[src/rtl/cs_seq_pkg.sv]
// Shared types and helpers for the chip-select power-up / transfer sequencer.
package cs_seq_pkg;

    localparam int STATE_W = 3;

    typedef enum logic [STATE_W-1:0] {
        CS_RESET  = 3'd0,
        CS_ENABLE = 3'd1,
        CS_SETTLE = 3'd2,
        CS_WRITE  = 3'd3,
        CS_READY  = 3'd4,
        CS_FAULT  = 3'd5
    } cs_state_t;

    // States in which the interface clock divider is allowed to run.
    function automatic logic cs_running(input cs_state_t s);
        return (s == CS_ENABLE) || (s == CS_SETTLE) || (s == CS_READY) || (s == CS_WRITE);
    endfunction

    function automatic int cs_max3(input int a, input int b, input int c);
        int m;
        m = (a > b) ? a : b;
        return (m > c) ? m : c;
    endfunction

endpackage

[src/rtl/cs_clk_div.sv]
// Divided 50%-duty interface clock with a one-cycle pulse on each rising phase.
module cs_clk_div #(
    parameter int CLK_DIV = 4
) (
    input  logic clk,
    input  logic rst,
    input  logic run,
    output logic clk_cs,
    output logic cs_tick
);

    localparam int HALF = CLK_DIV / 2;
    localparam int DW   = (HALF > 1) ? $clog2(HALF) : 1;
    localparam logic [DW-1:0] HALF_LAST = DW'(HALF - 1);

    logic [DW-1:0] div_q;
    logic          clk_cs_q;
    logic          cs_tick_q;

    // Stopping the divider also drops clk_cs on the same edge, so no runt high phase.
    always_ff @(posedge clk) begin
        if (rst || !run) begin
            div_q     <= '0;
            clk_cs_q  <= 1'b0;
            cs_tick_q <= 1'b0;
        end else if (div_q == HALF_LAST) begin
            div_q     <= '0;
            clk_cs_q  <= ~clk_cs_q;
            cs_tick_q <= ~clk_cs_q;
        end else begin
            div_q     <= div_q + 1'b1;
            cs_tick_q <= 1'b0;
        end
    end

    assign clk_cs  = clk_cs_q;
    assign cs_tick = cs_tick_q;

endmodule

[src/rtl/cs_sequencer.sv]
// Power-up, clock-start and write-supervision sequencer for a chip-select peripheral.
module cs_sequencer
    import cs_seq_pkg::*;
#(
    parameter int RST_HOLD_CYCLES = 5,
    parameter int SETTLE_CYCLES   = 3,
    parameter int CLK_DIV         = 4,
    parameter int TIMEOUT_CYCLES  = 16
) (
    input  logic               clk,
    input  logic               rst,
    input  logic               restart,
    input  logic               we_en,
    input  logic               flag_cs,
    output logic [STATE_W-1:0] state_o,
    output logic               rst_cs,
    output logic               clk_cs,
    output logic               cs_tick,
    output logic               busy,
    output logic               fault
);

    localparam int MAX_CYC = cs_max3(RST_HOLD_CYCLES, SETTLE_CYCLES, TIMEOUT_CYCLES);
    localparam int CNT_W   = $clog2(MAX_CYC) + 1;
    localparam logic [CNT_W-1:0] HOLD_LAST   = CNT_W'(RST_HOLD_CYCLES - 1);
    localparam logic [CNT_W-1:0] SETTLE_LAST = CNT_W'(SETTLE_CYCLES - 1);
    localparam logic [CNT_W-1:0] TO_LAST     = CNT_W'((TIMEOUT_CYCLES > 0) ? TIMEOUT_CYCLES - 1 : 0);
    localparam bit               TO_EN       = (TIMEOUT_CYCLES > 0);

    cs_state_t        state_q, state_d;
    logic [CNT_W-1:0] cnt_q, cnt_d;
    logic             rst_cs_q, busy_q, fault_q;
    logic             div_run;

    always_comb begin
        state_d = state_q;
        if (restart) begin
            state_d = CS_RESET;
        end else begin
            case (state_q)
                CS_RESET:  if (cnt_q == HOLD_LAST) state_d = CS_ENABLE;
                CS_ENABLE: state_d = CS_SETTLE;
                CS_SETTLE: if (cnt_q == SETTLE_LAST) state_d = CS_READY;
                CS_READY:  if (we_en) state_d = CS_WRITE;
                CS_WRITE: begin
                    // Completion is checked first so a falling flag beats a same-cycle timeout.
                    if (!flag_cs)
                        state_d = CS_SETTLE;
                    else if (TO_EN && (cnt_q == TO_LAST))
                        state_d = CS_FAULT;
                end
                CS_FAULT:  state_d = CS_FAULT;
                default:   state_d = CS_RESET;
            endcase
        end
    end

    // Shared cycle counter: cleared on any state change (or restart), saturates otherwise.
    always_comb begin
        cnt_d = cnt_q;
        if (restart || (state_d != state_q))
            cnt_d = '0;
        else if (cnt_q != '1)
            cnt_d = cnt_q + 1'b1;
    end

    always_ff @(posedge clk) begin
        if (rst) begin
            state_q  <= CS_RESET;
            cnt_q    <= '0;
            rst_cs_q <= 1'b1;
            busy_q   <= 1'b0;
            fault_q  <= 1'b0;
        end else begin
            state_q  <= state_d;
            cnt_q    <= cnt_d;
            rst_cs_q <= !cs_running(state_d);
            busy_q   <= (state_d == CS_WRITE);
            fault_q  <= (state_d == CS_FAULT);
        end
    end

    // The divider only counts once ENABLE is the current state, and stops on the
    // very edge that leaves the running group.
    assign div_run = cs_running(state_q) && cs_running(state_d);

    cs_clk_div #(
        .CLK_DIV (CLK_DIV)
    ) u_clk_div (
        .clk     (clk),
        .rst     (rst),
        .run     (div_run),
        .clk_cs  (clk_cs),
        .cs_tick (cs_tick)
    );

    assign state_o = state_q;
    assign rst_cs  = rst_cs_q;
    assign busy    = busy_q;
    assign fault   = fault_q;

endmodule

[config.mk]
export PLATFORM = sky130hd
export DESIGN_NAME = cs_sequencer
export DESIGN_NICKNAME = d
export VERILOG_FILES = /design/src/rtl/cs_seq_pkg.sv /design/src/rtl/cs_clk_div.sv /design/src/rtl/cs_sequencer.sv
export SDC_FILE = /design/constraint.sdc
export NUM_CORES = 1
export LEC_CHECK = 0
export CAP_MARGIN = 20
export CORE_UTILIZATION = 30
export DETAILED_ROUTE_END_ITERATION = 7
export GPL_TIMING_DRIVEN = 1
export PLACE_DENSITY = 0.49
export REMOVE_ABC_BUFFERS = 1
export SLEW_MARGIN = 10
export SYNTH_ARGS = -nofsm -noshare
export SYNTH_HDL_FRONTEND = slang
export SYNTH_HIERARCHICAL = 1
export SYNTH_SLANG_ARGS = --single-unit
[constraint.sdc]
create_clock -name clk -period 2.1 [get_ports clk]
set_input_delay 0.42 -clock clk [delete_from_list [all_inputs] [get_ports clk]]
set_output_delay 0.42 -clock clk [all_outputs]
set_load 0.01 [all_outputs]
======== Word-level counts from Yosys, hierarchy flattened ========
Cells that the tools add are included.
operators by class
  $add $sub $neg .......................... 2
  div/mod/pow operators ................... 0
  reductions and logical operators ........ 15
  equality and inequality tests ........... 15
  $mul .................................... 0
  bitwise logic cells ..................... 2
  multiplexer cells ....................... 7
  magnitude comparators ................... 0
  shifts and indexed selects .............. 0
operators with widths
  operator                                                          count
  3-bit two-way mux                                                 6
  3-bit case mux with 6 select lines                                1
  3-bit by 2-bit == test with 1-bit output (second input constant)  4
  3-bit == test (second input constant)                             4
  1-bit logical OR                                                  8
  3-bit by 1-bit == test with 1-bit output (second input constant)  2
  2-bit OR reduction                                                3
  5-bit by 1-bit adder with 5-bit output (second input constant)    1
  5-bit by 2-bit == test with 1-bit output (second input constant)  1
  5-bit by 3-bit == test with 1-bit output (second input constant)  1
  5-bit by 4-bit == test with 1-bit output (second input constant)  1
  5-bit != test (second input constant)                             1
  3-bit logical NOT                                                 1
  3-bit != test                                                     1
  1-bit logical NOT                                                 2
  1-bit NOT                                                         2
  1-bit adder (second input constant)                               1
  1-bit logical AND                                                 1
word-level totals
  latch bits .............................. 0
  ROM bits ................................ 0
  output and inout port bits .............. 8
  bits in writable memories ............... 0
  input port bits ......................... 5
  memories ................................ 0
  register bits ........................... 14
  logic and storage cells ................. 49

======== Logic depth before layout (Yosys ltp) ========
  word-level depth ........................ 13
  depth in mapped cells ................... 10
  mapped depth without buffers ............ 10

======== Hierarchy ========
The synthesis kept the hierarchy.
modules (own cells, without submodules)
  module        cells an instance  seq. area each (um^2)  area an instance (um^2)  times used
  cs_sequencer  73                 220.2                  654.4                    1
  cs_clk_div    8                  60.1                   102.6                    1

======== Least setup slack after synthesis ========
Ideal clock, no wire load.
  path type ............................... flip-flop to flip-flop
  from .................................... reg cnt_q[1]
  to ...................................... reg u_clk_div.cs_tick_q, in the netlist u_clk_div/cs_tick
  data arrival time ....................... 2028 ps
  library setup time ...................... 73 ps
  stages on the path, launching flop included .. 11
  clock period less this slack ............ 2100 ps
  setup slack ............................. 0 ps
  path through ............................ dfxtp_1 -> ha_1 -> and3_2 -> ha_1 -> nand3_1 -> a31oi_1 -> a41oi_2 -> xor2_1 -> nor3_1 -> nand2b_4 -> nor3b_2
between the ends
  word-level cells in the longest chain between the ends .. 13
  elaborated cells between the ends (all ways) .. 20
  classes of those cells .................. eq/ne (7); mux (6); reduce/logical (7)
RTL lines
  item                                                                                                         RTL line            text
  start: declaration                                                                                           cs_sequencer.sv:31  logic [CNT_W-1:0] cnt_q, cnt_d;
  start signal: assignment                                                                                     cs_sequencer.sv:76  cnt_q <= cnt_d;
  5-bit by 4-bit == test with 1-bit output                                                                     cs_sequencer.sv:49  else if (TO_EN && (cnt_q == TO_LAST))
  3-bit two-way mux                                                                                            cs_sequencer.sv:49
  3-bit two-way mux                                                                                            cs_sequencer.sv:47  if (!flag_cs)
  3-bit case mux with 6 select lines (*)                                                                       cs_sequencer.sv:40  case (state_q)
  3-bit two-way mux (*)                                                                                        cs_sequencer.sv:37  if (restart) begin
  3-bit by 1-bit == test with 1-bit output / 3-bit by 2-bit == test with 1-bit output (equally long branches)  cs_seq_pkg.sv:17    return (s == CS_ENABLE) || (s == CS_SETTLE) || (s == CS_READY) || (s == CS_WRITE);
  1-bit logical OR (2 in series)                                                                               cs_seq_pkg.sv:17
  1-bit logical OR (*)                                                                                         cs_seq_pkg.sv:17
  1-bit logical AND (*)                                                                                        cs_sequencer.sv:85  assign div_run = cs_running(state_q) && cs_running(state_d);
  net div_run                                                                                                  cs_sequencer.sv:33  logic div_run;
  1-bit logical NOT (*)                                                                                        cs_clk_div.sv:22    if (rst || !run) begin
  1-bit logical OR (*)                                                                                         cs_clk_div.sv:22
  2-bit OR reduction (no source line) (*)                                                                      --
  end signal: assignment                                                                                       cs_clk_div.sv:29    cs_tick_q <= ~clk_cs_q;
  end: declaration                                                                                             cs_clk_div.sv:18    logic cs_tick_q;
Mark *: on every way through the listed nets, which the timed path passes. The rest lies on a longest branch.
A chain may end at the register's enable or synchronous reset.

======== Worst setup path in the final report ========
Same ends and word-level chain as after synthesis.

==> flow_summary.ini <==
[setup_path]
crit_required_ns = 2.32
cp-start-kind = flip-flop
r2r_setup_slack_ns = 0.05
crit_buf_inv = 1
arrival_ns = 2.26
endpoint_kind = flip-flop
crit_family = simple AND/OR/NAND/NOR gates
path_cells = buf_6, ha_4, nor4b_4, or4b_4, a41oi_2, xor2_1, nor3_2, nand2b_4, nor3b_2
crit_slowest_cell = or4b_4
cpPeakStageDelay_ns = 0.50
worstSetupPathType = reg -> reg
cp_max_fo = 3

[cells_and_area]
num-nets-final = 119
area_delta_synth_final_pct = 46.6
drive_gt1_share_pct = 32.4
num_antenna_cells = 0
final_core_util_pct = 48.3
final_area_um2 = 1110

[pwr]
cellPowerDensity_nw_per_um2 = 453
p_sw_share_pct = 22.1
p_seq_share_pct = 53.6
power_leakage_nw = 0.433
power.internal_mw = 0.392
peakVddDrop_v = 0.000268
p_switching_mw = 0.111
pwr-share-comb_pct = 6.9
clkPwrFrac_pct = 39.6

[cts]
clock-sinks = 14
cts_root_buf = clkbuf_4
clk_path_buf_depth = 2
cts_tree = built
clk_latency_ns = 0.29
clkTransAtPathRegs_ns = 0.09
cts_made_buffers = 3
cts_max_level = 1

[synthesis]
yosysSeqAreaShare_pct = 37.0
synth_cell_types = 35
synth-async-reset-ratio_pct = 0
synth.most_common_cell = dfxtp_1
synth_top_area_cell = dfxtp_1
synth_flop_cell = dfxtp_1
synthTopCellsByCount = dfxtp_1, nor2_1, nor3_1
synth_edf_count = 0
synth_area_um2 = 757
ys_warn_count = 6
synth-seq-cells = 14
synth_area_leaders = dfxtp_1, ha_1, nor2_1
avgSynthCellArea_um2 = 9.35
syn-instance-count = 81
yosysTopAreaCellShare_pct = 37.0

[grt]
grt_pass1_wl_um = 3060
antenna_found_initial = 0
track_usage_pct = 15.6
grt_max_degree = 14
overflow = 0
first_global_vias = 712

[sta]
tightest_slew_ns = 0.472
finalSetupViolations = 0
max_slew_margin_pct = 68.4
slew_viol_final = 0
rsz0062_at_grt = true
fin_crit_sh_pct = 97.4
period_minus_slack_ns = 2.05
hold_violations = 0
fin_skew_ns = 0.00718
fmaxAchievable_mhz = 489

[job]
maxCapViolCount = 0

[floorplan]
rows = 17
ios = 13
die_h_um = 52.2
fp.dieArea_um2 = 2730
start_util_pct = 33.0
core_um2 = 2300
die_w_um = 52.2

[placement]
gp_congestion = 0.840
port_buffers = 12
dp_hpwl_um = 1230
placed_area_um2 = 982

[outcome]
outcome = completed

[min_path]
hold_class = reg -> reg

[routing]
ant_nets = 0
drt_pass1_iterations = 4
wl_um = 1750
vias_per_cell = 5.01
via_count = 681
wire_per_inst_um = 12.9
drc = 0
drt_iter0_drc = 11
worst paths after layout:
path | start | depth (start not counted) | end
worst max-delay path | cnt_q[1] | 9 | u_clk_div/cs_tick
worst min-delay path | u_clk_div/div_q | 1 | u_clk_div/div_q
worst max register to register | cnt_q[1] | 9 | u_clk_div/cs_tick
worst min register to register | u_clk_div/div_q | 1 | u_clk_div/div_q
power by group through the flow:
| stage | logic [mW] | registers [mW] | clock network (mW) |
|---|---|---|---|
| 2_1_floorplan | 0.0115 | 0.275 | 0 |
| 3_3_place_gp | 0.0283 | 0.275 | 0 |
| 3_5_place_dp | 0.0287 | 0.275 | 0 |
| 4_1_cts | 0.0301 | 0.270 | 0.207 |
| 5_1_grt | 0.0376 | 0.270 | 0.217 |
| 6_report | 0.0345 | 0.270 | 0.199 |
per-stage QoR:
step                      hold WS (ns)  setup TNS (ns)  total power [mW]  instances  setup WS (ns)
after floorplan                  0.420         -0.0172             0.287         79        -0.0172
after global placement           0.440          -0.307             0.303        130         -0.146
after detailed placement         0.439          -0.598             0.304        130         -0.232
after CTS                        0.455        -0.00283             0.507        135       -0.00283
after global routing             0.485         -0.0615             0.525        136        -0.0615
final                            0.446               0             0.503        136         0.0549
cells by family (layout without fill, tap and decap cells):
family / after synthesis / in the layout / synth area share, %
adder cells (fa/ha/maj): 5 / 5 / 8.26
buffers and inverters: 8 / 35 / 4.63
flip-flops: 14 / 14 / 37.0
AND/OR/NAND/NOR: 34 / 34 / 28.9
AO/OA/AOI/OAI: 13 / 13 / 12.9
XOR/XNOR: 6 / 6 / 6.94
multiplexers: 1 / 1 / 1.32
timing repair:
item | 4_1_cts | 5_1_grt
buffers inserted | 1 | 2
resized for setup | 11 | 6
hold buffers | 0 | 0
pin swaps | 9 | 6
endpoints found under the setup margin | 3 | 3
cloned | 0 | 0
cell type report:
| cell class | count | area [um^2] |
|---|---|---|
| Tap cell | 28 | 35.0 |
| Inverter | 6 | 22.5 |
| Fill cell | 228 | 1190 |
| Sequential cell | 14 | 287 |
| Clock buffer | 4 | 36.3 |
| Timing Repair Buffer | 25 | 221 |
| Multi-Input combinational cell | 59 | 508 |
placed cells by master, fill, tap and decap left out, types with 2 or more instances in the layout:
master            n
a21o_1            2
nor3_1            6
nor2_1           11
ha_1              2
dfxtp_1          11
ha_4              3
nand2_1           2
buf_4            12
clkdlybuf4s50_1  12
dfxtp_2           2
a21oi_1           2
inv_1             5
clkbuf_4          3
o211ai_1          2
xor2_1            4
xnor2_1           2
sequential cells by signal, indices dropped and copies added (netlist names):
name / count
state_o: 3
cnt_q: 5
busy: 1
u_clk_div/cs_tick: 1
rst_cs: 1
u_clk_div/div_q: 1
u_clk_div/clk_cs: 1
fault: 1
routing by layer:
| metal | vias to the layer above | routed length (um) | track usage, % | part of all wire, % |
|---|---|---|---|---|
| met5 | - | 0 | 0 | 0 |
| met2 | 18 | 820 | 23.3 | 47 |
| met4 | 0 | 38 | 10.5 | 2.2 |
| met3 | 4 | 82 | 1.74 | 4.7 |
| met1 | 322 | 811 | 20.9 | 46 |
| li1 | 337 | - | - | - |
(Power assumes the default switching activity.)
